--- src/rtl/ggf_mem_pkg.sv ---
// Shared memory-subsystem definitions: refresh FSM states, refresh timing defaults
// and the length of each phase of the refresh strobe sequence.
package ggf_mem_pkg;

   localparam int unsigned REFRESH_DIV_DEF = 109;
   localparam int unsigned MAX_PENDING_DEF = 8;
   localparam int unsigned PEND_W          = 4;

   // Cycles spent in each strobe phase of one refresh (CAS lead, RAS active, precharge)
   localparam int unsigned CAS_LEAD_CYCLES = 1;
   localparam int unsigned RAS_CYCLES      = 2;
   localparam int unsigned PRE_CYCLES      = 2;

   typedef enum logic [2:0] {
      ST_IDLE = 3'd0,
      ST_CAS  = 3'd1,
      ST_RAS1 = 3'd2,
      ST_RAS2 = 3'd3,
      ST_PRE1 = 3'd4,
      ST_PRE2 = 3'd5
   } ref_state_e;

endpackage

--- src/rtl/refresh_tick_gen.sv ---
// Refresh interval counter: emits a one-cycle tick every REFRESH_DIV clocks,
// the first one REFRESH_DIV-1 edges after reset release.
module refresh_tick_gen #(
   parameter int unsigned REFRESH_DIV = 109
) (
   input  logic CLK,
   input  logic RESETn,
   output logic tick
);

   localparam int unsigned CNT_W = (REFRESH_DIV > 1) ? $clog2(REFRESH_DIV) : 1;
   localparam logic [CNT_W-1:0] RELOAD = CNT_W'(REFRESH_DIV - 1);

   logic [CNT_W-1:0] cnt_q, cnt_d;
   logic             tick_q, tick_d;

   // Tick is registered alongside the counter so it is high exactly while cnt_q==0
   always_comb begin
      cnt_d  = (cnt_q == '0) ? RELOAD : cnt_q - CNT_W'(1);
      tick_d = (cnt_d == '0);
   end

   always_ff @(posedge CLK or negedge RESETn) begin
      if (!RESETn) begin
         cnt_q  <= RELOAD;
         tick_q <= 1'b0;
      end else begin
         cnt_q  <= cnt_d;
         tick_q <= tick_d;
      end
   end

   assign tick = tick_q;

endmodule

--- src/rtl/ram_refresh_sched.sv ---
// CAS-before-RAS DRAM refresh scheduler: accumulates owed refreshes from the
// interval tick and runs a 5-cycle strobe sequence when the bus allows.
module ram_refresh_sched
   import ggf_mem_pkg::*;
#(
   parameter int unsigned REFRESH_DIV = REFRESH_DIV_DEF,
   parameter int unsigned MAX_PENDING = MAX_PENDING_DEF
) (
   input  logic              CLK,
   input  logic              RESETn,
   input  logic              ASn,
   input  logic              access_busy,
   output logic              ref_ras,
   output logic              ref_cas,
   output logic              hold_access,
   output logic [PEND_W-1:0] pending,
   output logic              overrun
);

   localparam logic [PEND_W-1:0] PEND_MAX = PEND_W'(MAX_PENDING);

   logic              tick;
   ref_state_e        state_q, state_d;
   logic [PEND_W-1:0] pending_q, pending_d;
   logic              overrun_q, overrun_d;
   logic              ref_ras_q, ref_ras_d;
   logic              ref_cas_q, ref_cas_d;
   logic              hold_q, hold_d;
   logic              start_c, dec_c;

   refresh_tick_gen #(
      .REFRESH_DIV (REFRESH_DIV)
   ) u_tick (
      .CLK    (CLK),
      .RESETn (RESETn),
      .tick   (tick)
   );

   always_comb begin
      state_d   = state_q;
      pending_d = pending_q;
      overrun_d = overrun_q;
      start_c   = (pending_q != '0) && !access_busy && (ASn || (pending_q == PEND_MAX));
      dec_c     = (state_q == ST_CAS);

      // Once started, the sequence ignores the bus and always runs to completion
      case (state_q)
         ST_IDLE: if (start_c) state_d = ST_CAS;
         ST_CAS:  state_d = ST_RAS1;
         ST_RAS1: state_d = ST_RAS2;
         ST_RAS2: state_d = ST_PRE1;
         ST_PRE1: state_d = ST_PRE2;
         ST_PRE2: state_d = ST_IDLE;
         default: state_d = ST_IDLE;
      endcase

      // A tick and a RAS1 entry on the same cycle cancel, so no overrun either
      if (tick && !dec_c) begin
         if (pending_q == PEND_MAX) overrun_d = 1'b1;
         else                       pending_d = pending_q + PEND_W'(1);
      end else if (dec_c && !tick) begin
         pending_d = pending_q - PEND_W'(1);
      end

      // Outputs decoded from next state so the flops present them in that state's cycle
      ref_cas_d = (state_d == ST_CAS) || (state_d == ST_RAS1) || (state_d == ST_RAS2);
      ref_ras_d = (state_d == ST_RAS1) || (state_d == ST_RAS2);
      hold_d    = (state_d != ST_IDLE) || (pending_d == PEND_MAX);
   end

   always_ff @(posedge CLK or negedge RESETn) begin
      if (!RESETn) begin
         state_q   <= ST_IDLE;
         pending_q <= '0;
         overrun_q <= 1'b0;
         ref_ras_q <= 1'b0;
         ref_cas_q <= 1'b0;
         hold_q    <= 1'b0;
      end else begin
         state_q   <= state_d;
         pending_q <= pending_d;
         overrun_q <= overrun_d;
         ref_ras_q <= ref_ras_d;
         ref_cas_q <= ref_cas_d;
         hold_q    <= hold_d;
      end
   end

   assign ref_ras     = ref_ras_q;
   assign ref_cas     = ref_cas_q;
   assign hold_access = hold_q;
   assign pending     = pending_q;
   assign overrun     = overrun_q;

endmodule

--- config.mk ---
export PLATFORM = sky130hd
export DESIGN_NAME = ram_refresh_sched
export DESIGN_NICKNAME = d
export VERILOG_FILES = /design/src/rtl/ggf_mem_pkg.sv /design/src/rtl/refresh_tick_gen.sv /design/src/rtl/ram_refresh_sched.sv
export SDC_FILE = /design/constraint.sdc
export NUM_CORES = 1
export LEC_CHECK = 0
export CORE_MARGIN = 1.5
export CORE_UTILIZATION = 50
export DETAILED_ROUTE_END_ITERATION = 6
export PLACE_DENSITY_LB_ADDON = 0.12
export RECOVER_POWER = 100
export SLEW_MARGIN = 25
export SYNTH_ARGS = -nofsm -noshare
export SYNTH_HDL_FRONTEND = slang
export SYNTH_HIERARCHICAL = 1
export SYNTH_SLANG_ARGS = --single-unit
--- constraint.sdc ---
create_clock -name CLK -period 3.7 [get_ports CLK]
set_input_delay 0.74 -clock CLK [delete_from_list [all_inputs] [get_ports CLK]]
set_output_delay 0.74 -clock CLK [all_outputs]
set_load 0.005 [all_outputs]
==> reports/qor.yml <==
detailedRoute.firstIterationViolations: 7
clk-insertion-delay-late_ps: 290
synth-async-reset-ratio: 1.000
timing.hold.worst_path_depth: 1
cp-start-kind: "register"
final_antenna_net_count: 0
cp_top_family: "buffers and inverters"
rsz_0062_raised_after_global_routing: "no"
power.density_cell_area_nw_per_um2: 282.5
cts_hold_repair.buffers: 0
max_cap_viol_count: 0
power_leakage_nw: 0.5061
finalWeightedCongestion: 0.8628
synthesis.yosys.warnings: 6
fp.dieArea_um2: 2287
cts_bufs_inserted: 3
cp_data_arrival_time_ps: 1400
grt_pass1_wl_um: 2967
cp_slowest_stage_delay_ps: 610
post_route_cells_drive_above_1_share: 0.1019
min_period_over_period: 0.5792
final.min_clock_period_ps: 2143
route.vias.total: 742
core_area_um2: 1922
max-vdd-ir-drop_mv: 0.1921
ys_ff_latch: 19
end_kind: "primary output"
filler_cells_inserted: 195
finish.net_count: 117
hpwlAfterDp_um: 1328
synth.top_cell.area_share: 0.3736
cts_resized: 0
cts_tree: "yes"
cp_cell_sequence: "dlygate4sd3_1"
grt_usage: 0.1897
synth_fp_nets: 106
clock_path_buffers: 2
worst_path_max_delay_cell: "sky130_fd_sc_hd__dlygate4sd3_1"
skew_ps: 5.219
grt_max_degree: 20
finalSetupViolations: 0
final_total_negative_setup_slack_ps: 0
ioPinCount: 12
relSlewSlack: 0.4303
criticalPathCategory: "reg -> out"
min_path_type: "reg -> reg"
final_cell_count_no_fill: 135
cts_num_sinks: 19
drt_first_pass_iters: 4
cts_root_buffer: "sky130_fd_sc_hd__clkbuf_4"
port_buffers: 11
worst-path-buf-inv: 1
post-synth-top-area-cell: "sky130_fd_sc_hd__dfrtp_1"
ys_top_cells_by_area: "sky130_fd_sc_hd__dfrtp_1, sky130_fd_sc_hd__dfstp_2, sky130_fd_sc_hd__ha_1"
post_cts_setup_buffer_count: 0
h-tree-depth: 1
detail_route.wl_per_cell_um: 13.47
postSynthCellCount: 98
num_antenna_cells: 0
cts.clk_slew.worst_paths_ps: 110
netlist-cell-type-count: 36
initial_core_util: 0.5228
routed_wirelength_um: 1819
yosys_most_used_dff: "sky130_fd_sc_hd__dfrtp_1"
run_status: "complete, no violations"
via_count_of_the_first_global_routing_pass: 716
required_time_of_the_worst_setup_path_ps: 2960
die_h_um: 47.83
area_delta_synth_final_pct: 11.33
dpl.cell_count: 131
ys_seq_area_frac: 0.4782
cp.depth: 1
finalMaxSlewViolations: 0
antenna_found_initial: 0
post_synth.cell_area_avg_um2: 10.25
die_x_um: 47.83
multiInputGateArea_um2: 444.2
viasPerCell: 5.496
synth.cell_area_um2: 1005
drt_drc_violations_left: 0
synth_edf_count: 0
critical_path_peak_fanout: 7
number_of_rows_created_at_floorplan: 16
cell_depth_of_the_worst_flop_to_flop_path: 5
finalHoldViolCount: 0
grt_overflow: 0
regArea_um2: 480.5
slew_at_the_pin_closest_to_its_max_slew_limit_ps: 851.7
achievable-frequency_mhz: 466.7
## metal layers
layer	GRT usage	part of all wire	wire length, um
met1	0.2280	0.48	874
met2	0.3200	0.48	877
met3	0.04528	0.030	54
met4	0.08649	0.0066	12
met5	0	0	0
## final timing paths
check,to,start,slack [ps]
max,pending[1],pending[1]$_DFF_PN0_,1560
min reg2reg,overrun$_DFFE_PN0P_,overrun$_DFFE_PN0P_,490
min,overrun$_DFFE_PN0P_,overrun$_DFFE_PN0P_,490
max in group asynchronous,u_tick/tick$_DFF_PN0_,RESETn,2180
min in group asynchronous,state_q[0]$_DFF_PN0_,RESETn,990
max reg2reg,hold_access$_DFF_PN0_,state_q[1]$_DFF_PN0_,1750
## synth_stat cells (2+ instances only)
cell,n
sky130_fd_sc_hd__ha_1,4
sky130_fd_sc_hd__nand2_1,8
sky130_fd_sc_hd__a21oi_1,6
sky130_fd_sc_hd__or4_1,2
sky130_fd_sc_hd__dfstp_2,4
sky130_fd_sc_hd__inv_1,6
sky130_fd_sc_hd__xnor2_1,4
sky130_fd_sc_hd__nand3_1,4
sky130_fd_sc_hd__dfrtp_1,15
sky130_fd_sc_hd__nor3_1,4
sky130_fd_sc_hd__xor2_1,2
sky130_fd_sc_hd__nor4b_1,2
sky130_fd_sc_hd__a31oi_1,2
sky130_fd_sc_hd__o21ai_0,4
sky130_fd_sc_hd__nor2_1,8
sky130_fd_sc_hd__buf_6,3
## state kept, by name, summed over array words and instances, names as in the netlist
register and cells:
ref_cas 1, ref_ras 1, state_q 3, u_tick/cnt_q 7, pending 4, u_tick/tick 1
hold_access 1, overrun 1
## logic make-up after synthesis
family / after synthesis / synth area share
compound gates: 20 / 0.1345
buf+inv: 11 / 0.07471
mux: 1 / 0.009963
xor+xnor: 6 / 0.05230
fa+ha+maj: 4 / 0.04982
flops: 19 / 0.4782
simple gates: 37 / 0.2005
## report_power, final
group | switching (W) | internal [W] | leakage [nW]
logic | 0.00000410 | 0.00000254 | 0.243
registers | 0 | 0.000208 | 0.246
clock network | 0.0000615 | 0.0000401 | 0.0177
total | 0.0000656 | 0.000250 | 0.506
## cell usage in the layout, fill, tap and decap left out, types with 2 or more instances in the layout
cell type / n
sky130_fd_sc_hd__a21oi_1: 6
sky130_fd_sc_hd__a31oi_1: 2
sky130_fd_sc_hd__clkbuf_4: 3
sky130_fd_sc_hd__clkdlybuf4s50_1: 2
sky130_fd_sc_hd__dfrtp_1: 15
sky130_fd_sc_hd__dfstp_2: 3
sky130_fd_sc_hd__dlygate4sd3_1: 9
sky130_fd_sc_hd__ha_1: 4
sky130_fd_sc_hd__inv_1: 6
sky130_fd_sc_hd__nand2_1: 8
sky130_fd_sc_hd__nand3_1: 4
sky130_fd_sc_hd__nor2_1: 8
sky130_fd_sc_hd__nor3_1: 4
sky130_fd_sc_hd__nor4b_1: 2
sky130_fd_sc_hd__o21ai_0: 4
sky130_fd_sc_hd__or4_1: 2
sky130_fd_sc_hd__xnor2_1: 4
sky130_fd_sc_hd__xor2_1: 2
## final cells by class
class | count | share of cell area
sequential | 19 | 0.4295
multi-input combinational | 68 | 0.3971
tap | 27 | 0.03020
timing repair buffer | 11 | 0.09843
clock inverter | 1 | 0.004474
clock buffer | 3 | 0.02013
inverter | 6 | 0.02013
## metrics by stage
| stage | util | worst slack, ps | hold WS, ps | total power (W) | area (um^2) |
|---|---|---|---|---|---|
| after detailed placement | 0.5703 | 1603 | 471.1 | 0.0002187 | 1096 |
| after floorplan | - | 1975 | 444.4 | 0.0002117 | 1005 |
| after CTS | 0.5846 | 1601 | 497.1 | 0.0003198 | 1124 |
| after global routing | 0.5820 | 1481 | 509.3 | 0.0003305 | 1119 |
| after global placement | 0.5703 | 1630 | 461.4 | 0.0002188 | 1096 |
| final | 0.5820 | 1557 | 485.7 | 0.0003160 | 1119 |
(Power assumes the default switching activity.)
